===== config.mk =====
export PLATFORM = sky130hd
export DESIGN_NAME = ab_symbol_driver
export DESIGN_NICKNAME = d
export VERILOG_FILES = /design/src/rtl/ab_driver_pkg.sv /design/src/rtl/sat_counter.sv /design/src/rtl/ab_symbol_driver.sv
export SDC_FILE = /design/constraint.sdc
export NUM_CORES = 1
export LEC_CHECK = 0
export ABC_AREA = 1
export CAP_MARGIN = 10
export CORE_MARGIN = 4
export CORE_UTILIZATION = 54
export CTS_BUF_LIST = sky130_fd_sc_hd__clkbuf_4 sky130_fd_sc_hd__clkbuf_8 sky130_fd_sc_hd__clkbuf_16
export CTS_CLUSTER_DIAMETER = 200
export DETAILED_ROUTE_END_ITERATION = 10
export PLACE_DENSITY = 0.95
export SKIP_CTS_REPAIR_TIMING = 1
export SLEW_MARGIN = 20
export SYNTH_ARGS = -nofsm -noshare
export SYNTH_HDL_FRONTEND = slang
export SYNTH_SLANG_ARGS = --single-unit
export TNS_END_PERCENT = 1

===== constraint.sdc =====
create_clock -name clk -period 3.31 [get_ports clk]
set_input_delay 0.993 -clock clk [delete_from_list [all_inputs] [get_ports clk]]
set_output_delay 0.993 -clock clk [all_outputs]
set_load 0.05 [all_outputs]

===== src/rtl/ab_driver_pkg.sv =====
// Shared types and constants for the (a, b) symbol driver.
package ab_driver_pkg;

    typedef enum logic [1:0] {
        IDLE = 2'd0,
        SEND = 2'd1,
        DONE = 2'd2
    } state_e;

    localparam int unsigned SYM_W = 2;
    localparam int unsigned A_BIT = 1;
    localparam int unsigned B_BIT = 0;

endpackage


===== src/rtl/sat_counter.sv =====
// Saturating up-counter with a synchronous clear that wins over increment.
module sat_counter #(
    parameter int unsigned W = 8
) (
    input  logic         clk,
    input  logic         reset_n,
    input  logic         clr,
    input  logic         inc,
    output logic [W-1:0] q
);

    logic [W-1:0] q_d;
    logic [W-1:0] q_q;

    always_comb begin
        q_d = q_q;
        if (clr) begin
            q_d = '0;
        end else if (inc && (q_q != {W{1'b1}})) begin
            q_d = q_q + W'(1);
        end
    end

    always_ff @(posedge clk or negedge reset_n) begin
        if (!reset_n) begin
            q_q <= '0;
        end else begin
            q_q <= q_d;
        end
    end

    assign q = q_q;

endmodule


===== src/rtl/ab_symbol_driver.sv =====
// Shifts a packed word of two-bit symbols onto the FSM's a/b inputs, advancing only
// when the FSM's Moore output says the symbol was consumed; counts hits and stalls.
module ab_symbol_driver
    import ab_driver_pkg::*;
#(
    parameter int unsigned NSYM  = 4,
    parameter int unsigned CNT_W = 8
) (
    input  logic                  clk,
    input  logic                  reset_n,
    input  logic                  in_valid,
    output logic                  in_ready,
    input  logic [SYM_W*NSYM-1:0] in_data,
    input  logic                  clr_cnt,
    input  logic                  fsm_y0,
    input  logic                  fsm_y1,
    output logic                  a,
    output logic                  b,
    output logic                  busy,
    output logic                  done,
    output logic [CNT_W-1:0]      hit_count,
    output logic [CNT_W-1:0]      stall_count
);

    localparam int unsigned DW    = SYM_W * NSYM;
    localparam int unsigned IDX_W = (NSYM > 1) ? $clog2(NSYM) : 1;

    state_e            state_d;
    state_e            state_q;
    logic [DW-1:0]     shreg_d;
    logic [DW-1:0]     shreg_q;
    logic [IDX_W-1:0]  sym_idx_d;
    logic [IDX_W-1:0]  sym_idx_q;
    logic              send;
    logic              hit_inc;
    logic              stall_inc;

    always_comb begin
        state_d   = state_q;
        shreg_d   = shreg_q;
        sym_idx_d = sym_idx_q;
        unique case (state_q)
            IDLE: begin
                if (in_valid) begin
                    shreg_d   = in_data;
                    sym_idx_d = '0;
                    state_d   = SEND;
                end
            end
            SEND: begin
                // y1 low means the FSM did not take the symbol: hold it on a/b.
                if (fsm_y1) begin
                    shreg_d   = shreg_q >> SYM_W;
                    sym_idx_d = sym_idx_q + IDX_W'(1);
                    if (sym_idx_q == IDX_W'(NSYM - 1)) begin
                        state_d = DONE;
                    end
                end
            end
            DONE: begin
                state_d = IDLE;
            end
            default: begin
                state_d = IDLE;
            end
        endcase
    end

    always_ff @(posedge clk or negedge reset_n) begin
        if (!reset_n) begin
            state_q <= IDLE;
        end else begin
            state_q <= state_d;
        end
    end

    always_ff @(posedge clk or negedge reset_n) begin
        if (!reset_n) begin
            shreg_q   <= '0;
            sym_idx_q <= '0;
        end else begin
            shreg_q   <= shreg_d;
            sym_idx_q <= sym_idx_d;
        end
    end

    assign send      = (state_q == SEND);
    assign in_ready  = (state_q == IDLE);
    assign busy      = send;
    assign done      = (state_q == DONE);
    assign a         = send & shreg_q[A_BIT];
    assign b         = send & shreg_q[B_BIT];

    assign hit_inc   = send & fsm_y1 & fsm_y0;
    assign stall_inc = send & ~fsm_y1;

    sat_counter #(
        .W (CNT_W)
    ) u_hit_cnt (
        .clk     (clk),
        .reset_n (reset_n),
        .clr     (clr_cnt),
        .inc     (hit_inc),
        .q       (hit_count)
    );

    sat_counter #(
        .W (CNT_W)
    ) u_stall_cnt (
        .clk     (clk),
        .reset_n (reset_n),
        .clr     (clr_cnt),
        .inc     (stall_inc),
        .q       (stall_count)
    );

endmodule

After elaboration in Yosys (flattened, before gate mapping) --
Index checks and enable logic that the tools add are counted.
Storage, ports and cells: flip-flop bits (word level) 28, input port bits 14, logic and storage cells 44
Operators by class: add/subtract/negate cells 3, equal/unequal tests 8, mux-type cells 14, bitwise gates (word level) 6, reductions and logical operators 8
Operator list (count):
- 2-to-1 mux 8 bit | 6
- adder 8 x 1 -> 8 bit (second input constant) | 2
- inequality test 8 bit (second input constant) | 2
- one-hot mux 8 bit (2 select lines) | 1
- 2-to-1 mux 2 bit | 5
- one-hot mux 2 bit (2 select lines) | 2
- AND reduction 3 bit | 2
- nonzero test 2 bit | 3
- AND 1 bit | 5
- equality test 2 bit (second input constant) | 2
- inequality test 2 bit (second input constant) | 2
- adder 2 x 1 -> 2 bit (second input constant) | 1
- equality test 2 x 1 -> 1 bit (second input constant) | 1
- logical AND 1 bit | 2
- logical NOT 2 bit | 1
- inequality test 2 x 1 -> 1 bit (second input constant) | 1
- inverter 1 bit | 1

Longest topological paths before layout --
depth after elaboration 6, depth in mapped cells 8, mapped depth without buffers 8

Modules after synthesis --
From an unflattened synthesis, not the netlist that was laid out.
Second synthesis, totals: cell total of the unflattened synthesis 234, area total of the unflattened synthesis 1707.9 um^2
Modules (own cells, without submodules):
- sat_counter | times used 2, cells each 74, area each 511.7 um^2, seq. area each 200.2 um^2
- ab_symbol_driver | times used 1, cells each 86, area each 684.4 um^2, seq. area each 300.3 um^2

Worst setup path before layout --
Ideal clock, no wire load.
kind register to output, start register state_q[1], end output a, data arrival time 1.264 ns, required time 2.317 ns, path slack 1.053 ns, cell stages (with the launch flop) 4, buffers on the path 0, cells stage by stage dfrtp_1 > inv_1 > nand2_2 > nor2_1
Between the ends: longest elaborated chain between the ends 2
Ends and longest elaborated chain:
- start: declaration | RTL line ab_symbol_driver.sv:29 | state_e state_q;
- start signal: assignment | RTL line ab_symbol_driver.sv:73 | state_q <= state_d;
- equality test 2 x 1 -> 1 bit | RTL line ab_symbol_driver.sv:87 | assign send = (state_q == SEND);
- AND 1 bit | RTL line ab_symbol_driver.sv:91 | assign a = send & shreg_q[A_BIT];
- end: declaration | RTL line ab_symbol_driver.sv:17 | output logic a,
No other way between the ends.

Worst setup path in the final report --
start register state_q[1], end output busy
Between the ends: longest elaborated chain between the ends 1
Ends and longest elaborated chain:
- equality test 2 x 1 -> 1 bit | RTL line ab_symbol_driver.sv:87
- end: declaration | RTL line ab_symbol_driver.sv:19 | output logic busy,
No other way between the ends.

==> summary.md <==
| Metric | Value |
|---|---|
| Status | `complete, no violations` |
| Final routed DRC violation total | `0` |
| Max_slew headroom | `between 60% and 70%` |
| Synth Flop Type | `dfrtp_1` |
| CTS tree | `done` |
| Maximum fanout along the worst path | `15` |
| Total GRT Usage | `between 10% and 20%` |
| Achievable Freq | `328 MHz` |
| Pwr Total | `0.00114 W` |
| Number of buffer and inverter stages on the critical path | `3` |
| Hold path depth | `1` |
| Final Hold Viols | `0` |
| Drt total wl | `3.26 mm` |
| Slowest stage delay, CP | `850 ps` |
| Critical Path AT | `2060 ps` |
| Seq/Total Area, Yosys | `42.9%` |
| Min cycle time layout | `3050 ps` |
| WL per Instance | `11.7 um` |
| Synth Register Bits | `28` |
| Max clock buf depth | `2` |
| Worst reg2reg path endpoint | `u_hit_cnt.q[3]$_DFFE_PN0P_` |
| Hpwl dp | `2.42 mm` |
| Syn Inst Count | `215` |
| Routability cong. | `0.924` |
| Hold EP | `sym_idx_q[0]$_DFFE_PN0P_` |
| Final setup fails | `0` |
| R2R depth | `8` |
| Worst VDD drop | `0.000383 V` |
| P_leak | `0.987 nW` |
| Ys async rst share | `between 90% and 100%` |
| Synthesis Warnings | `0` |
| Setup TNS | `0 ps` |
| Crit-path cells | `inv_1 -> nand2_2 -> inv_2 -> clkdlybuf4s50_1` |
| CP max stage cell | `clkdlybuf4s50_1` |
| Slew @ Worst Pin | `574 ps` |
| CP Launch Type | `flip-flop` |
| Initial DRC Count | `64` |
| R2r setup slk | `1850 ps` |
| Remaining Overflow, GRT | `0` |
| CTS Root Cell | `clkbuf_4` |
| Dpl cell area | `0.00198 mm^2` |
| Clock network latency to the later pin of the worst-skew pair | `roughly 320 ps` |
| Share of the synthesized area in the top cell type | `42.9%` |
| Max-Cap Viols | `0` |
| Post-Syn Area | `0.00163 mm^2` |
| Layout overhead on the synthesized area | `24.7%` |
| Syn Area/Cell | `approximately 7.6 um^2` |
| Vias per cell | `between 5 and 6` |
| Initial Utilization | `57.7%` |
| Crit path capture type | `output port` |
| Num ports | `35` |
| CTS Buf Count | `3` |
| Final core utilization | `71.9%` |
| Die height | `63.0 um` |
| Initial antenna violation count | `0` |
| Hold Crit Start | `sym_idx_q[0]$_DFFE_PN0P_` |
| Vias | `1453` |
| Critical path required time | `2320 ps` |
| Worst Skew | `3.90 ps` |
| Dominant cell by count in the synthesized netlist | `nand2_1` |
| Top cells by count, synth | `nand2_1, nand3_1, dfrtp_1, nor2_1, inv_1` |
| Diode count | `0` |
| Die Area | `0.00396 mm^2` |
| CTS Sinks | `28` |
| Row cnt | `19` |
| Vias in the first global route | `roughly 1300` |
| Final Net Count | `267` |
| Final ANT Viol Nets | `0` |
| Crit Path Category | `flip-flop to output port` |
| R2r startpoint | `u_hit_cnt.q[0]$_DFFE_PN0P_` |
| Cell Pwr Density | `559 mW/mm^2` |
| Core Area | `0.00283 mm^2` |
| Crit-path leading delay family | `buffers and inverters` |
| Reg clk slew, reported paths | `between 100 and 150 ps` |
| Period utilisation layout | `roughly 92%` |
| Fin. max-slew vios | `0` |
| Main area contributors after synthesis | `dfrtp_1, nand2_1, nand3_1, nor2_1, inv_1` |
| Share of layout cells above drive strength 1 | `8.03%` |
| Design area | `approximately 0.0020 mm^2` |
| Synth cell types | `25` |
| PortBufs | `34` |
| EDFF count, synth | `0` |
| RSZ-0062 raised after global routing | `no` |
| Pin count of the biggest net entering global routing | `29` |
| Pre-antenna DRT Iters | `5` |
| Chip Width | `around 63 um` |
| H-Tree Depth | `1` |
| First-pass GRT wire length | `5.81 mm` |
| Worst Hold Class | `flip-flop to flip-flop` |
| Largest area contributor in the netlist | `dfrtp_1` |
| Syn Nets | `232` |
[area by class of cell]
type                       count  area [um^2]
inverter                      25         93.8
multi-input combinational    157          801
fill                         216          795
tap                           31         38.8
timing repair buffer          35          348
clock buffer                   3         22.5
sequential                    28          701
clock inverter                 1         30.0
[metal layers]
layer / GRT usage, % / share of wire (%)
met5: 0 / 0
met4: 4.96 / 0.92
met3: 2.88 / 4.0
met2: 31.1 / 49
met1: 22.3 / 46
[placed cells by master (no fill, tap or decap), types with 2 or more instances in the layout]
cell type,synthesis,layout
nand3_1,30,30
nand2_1,63,63
nand3b_1,2,2
dfrtp_1,28,28
o21ai_0,3,3
clkbuf_4,0,3
o21bai_1,3,3
inv_2,2,2
ha_1,3,3
clkdlybuf4s50_1,0,34
o211ai_1,6,6
inv_1,23,23
nand4_1,2,2
nand2_4,4,4
a21oi_1,2,2
nor2_2,2,2
nor2_1,24,24
o21ai_1,5,5
nor2_4,3,3
[worst max path at each step]
| stage | startpoint | endpoint | cells after the start |
|---|---|---|---|
| 4_1_cts | state_q[1]$_DFFE_PN0P_ | busy | 4 |
| 2_1_floorplan | state_q[1]$_DFFE_PN0P_ | a | 3 |
| 3_5_place_dp | state_q[1]$_DFFE_PN0P_ | busy | 4 |
| 6_report | state_q[1]$_DFFE_PN0P_ | busy | 4 |
| 3_3_place_gp | state_q[1]$_DFFE_PN0P_ | busy | 4 |
| 5_1_grt | state_q[1]$_DFFE_PN0P_ | busy | 4 |
[flip-flops by register name, indices dropped and copies added, names as in the netlist]
signal / flops
sym_idx_q: 2
shreg_q: 8
u_hit_cnt.q: 8
u_stall_cnt.q: 8
state_q: 2
[cell families after synthesis]
| logic type | synth area share [%] |
|---|---|
| adders and majority gates | 2.30 |
| buffers and inverters | 7.98 |
| DFF | 42.9 |
| and+or+nand+nor | 38.3 |
| AOI/OAI and AO/OA | 8.51 |
[report_power, final]
part	internal, W	switching [W]
registers	0.000406	0.0000356
clock network	0.000122	0.0000942
logic	0.000158	0.000321
total	0.000687	0.000451
[through the flow]
stage	worst slack, ps	std cells	hold WS, ps
5_1_grt	132	280	553
6_report	259	280	514
3_5_place_dp	627	276	503
2_1_floorplan	1050	215	466
4_1_cts	246	280	522
3_3_place_gp	664	276	492
(Power assumes the default switching activity.)
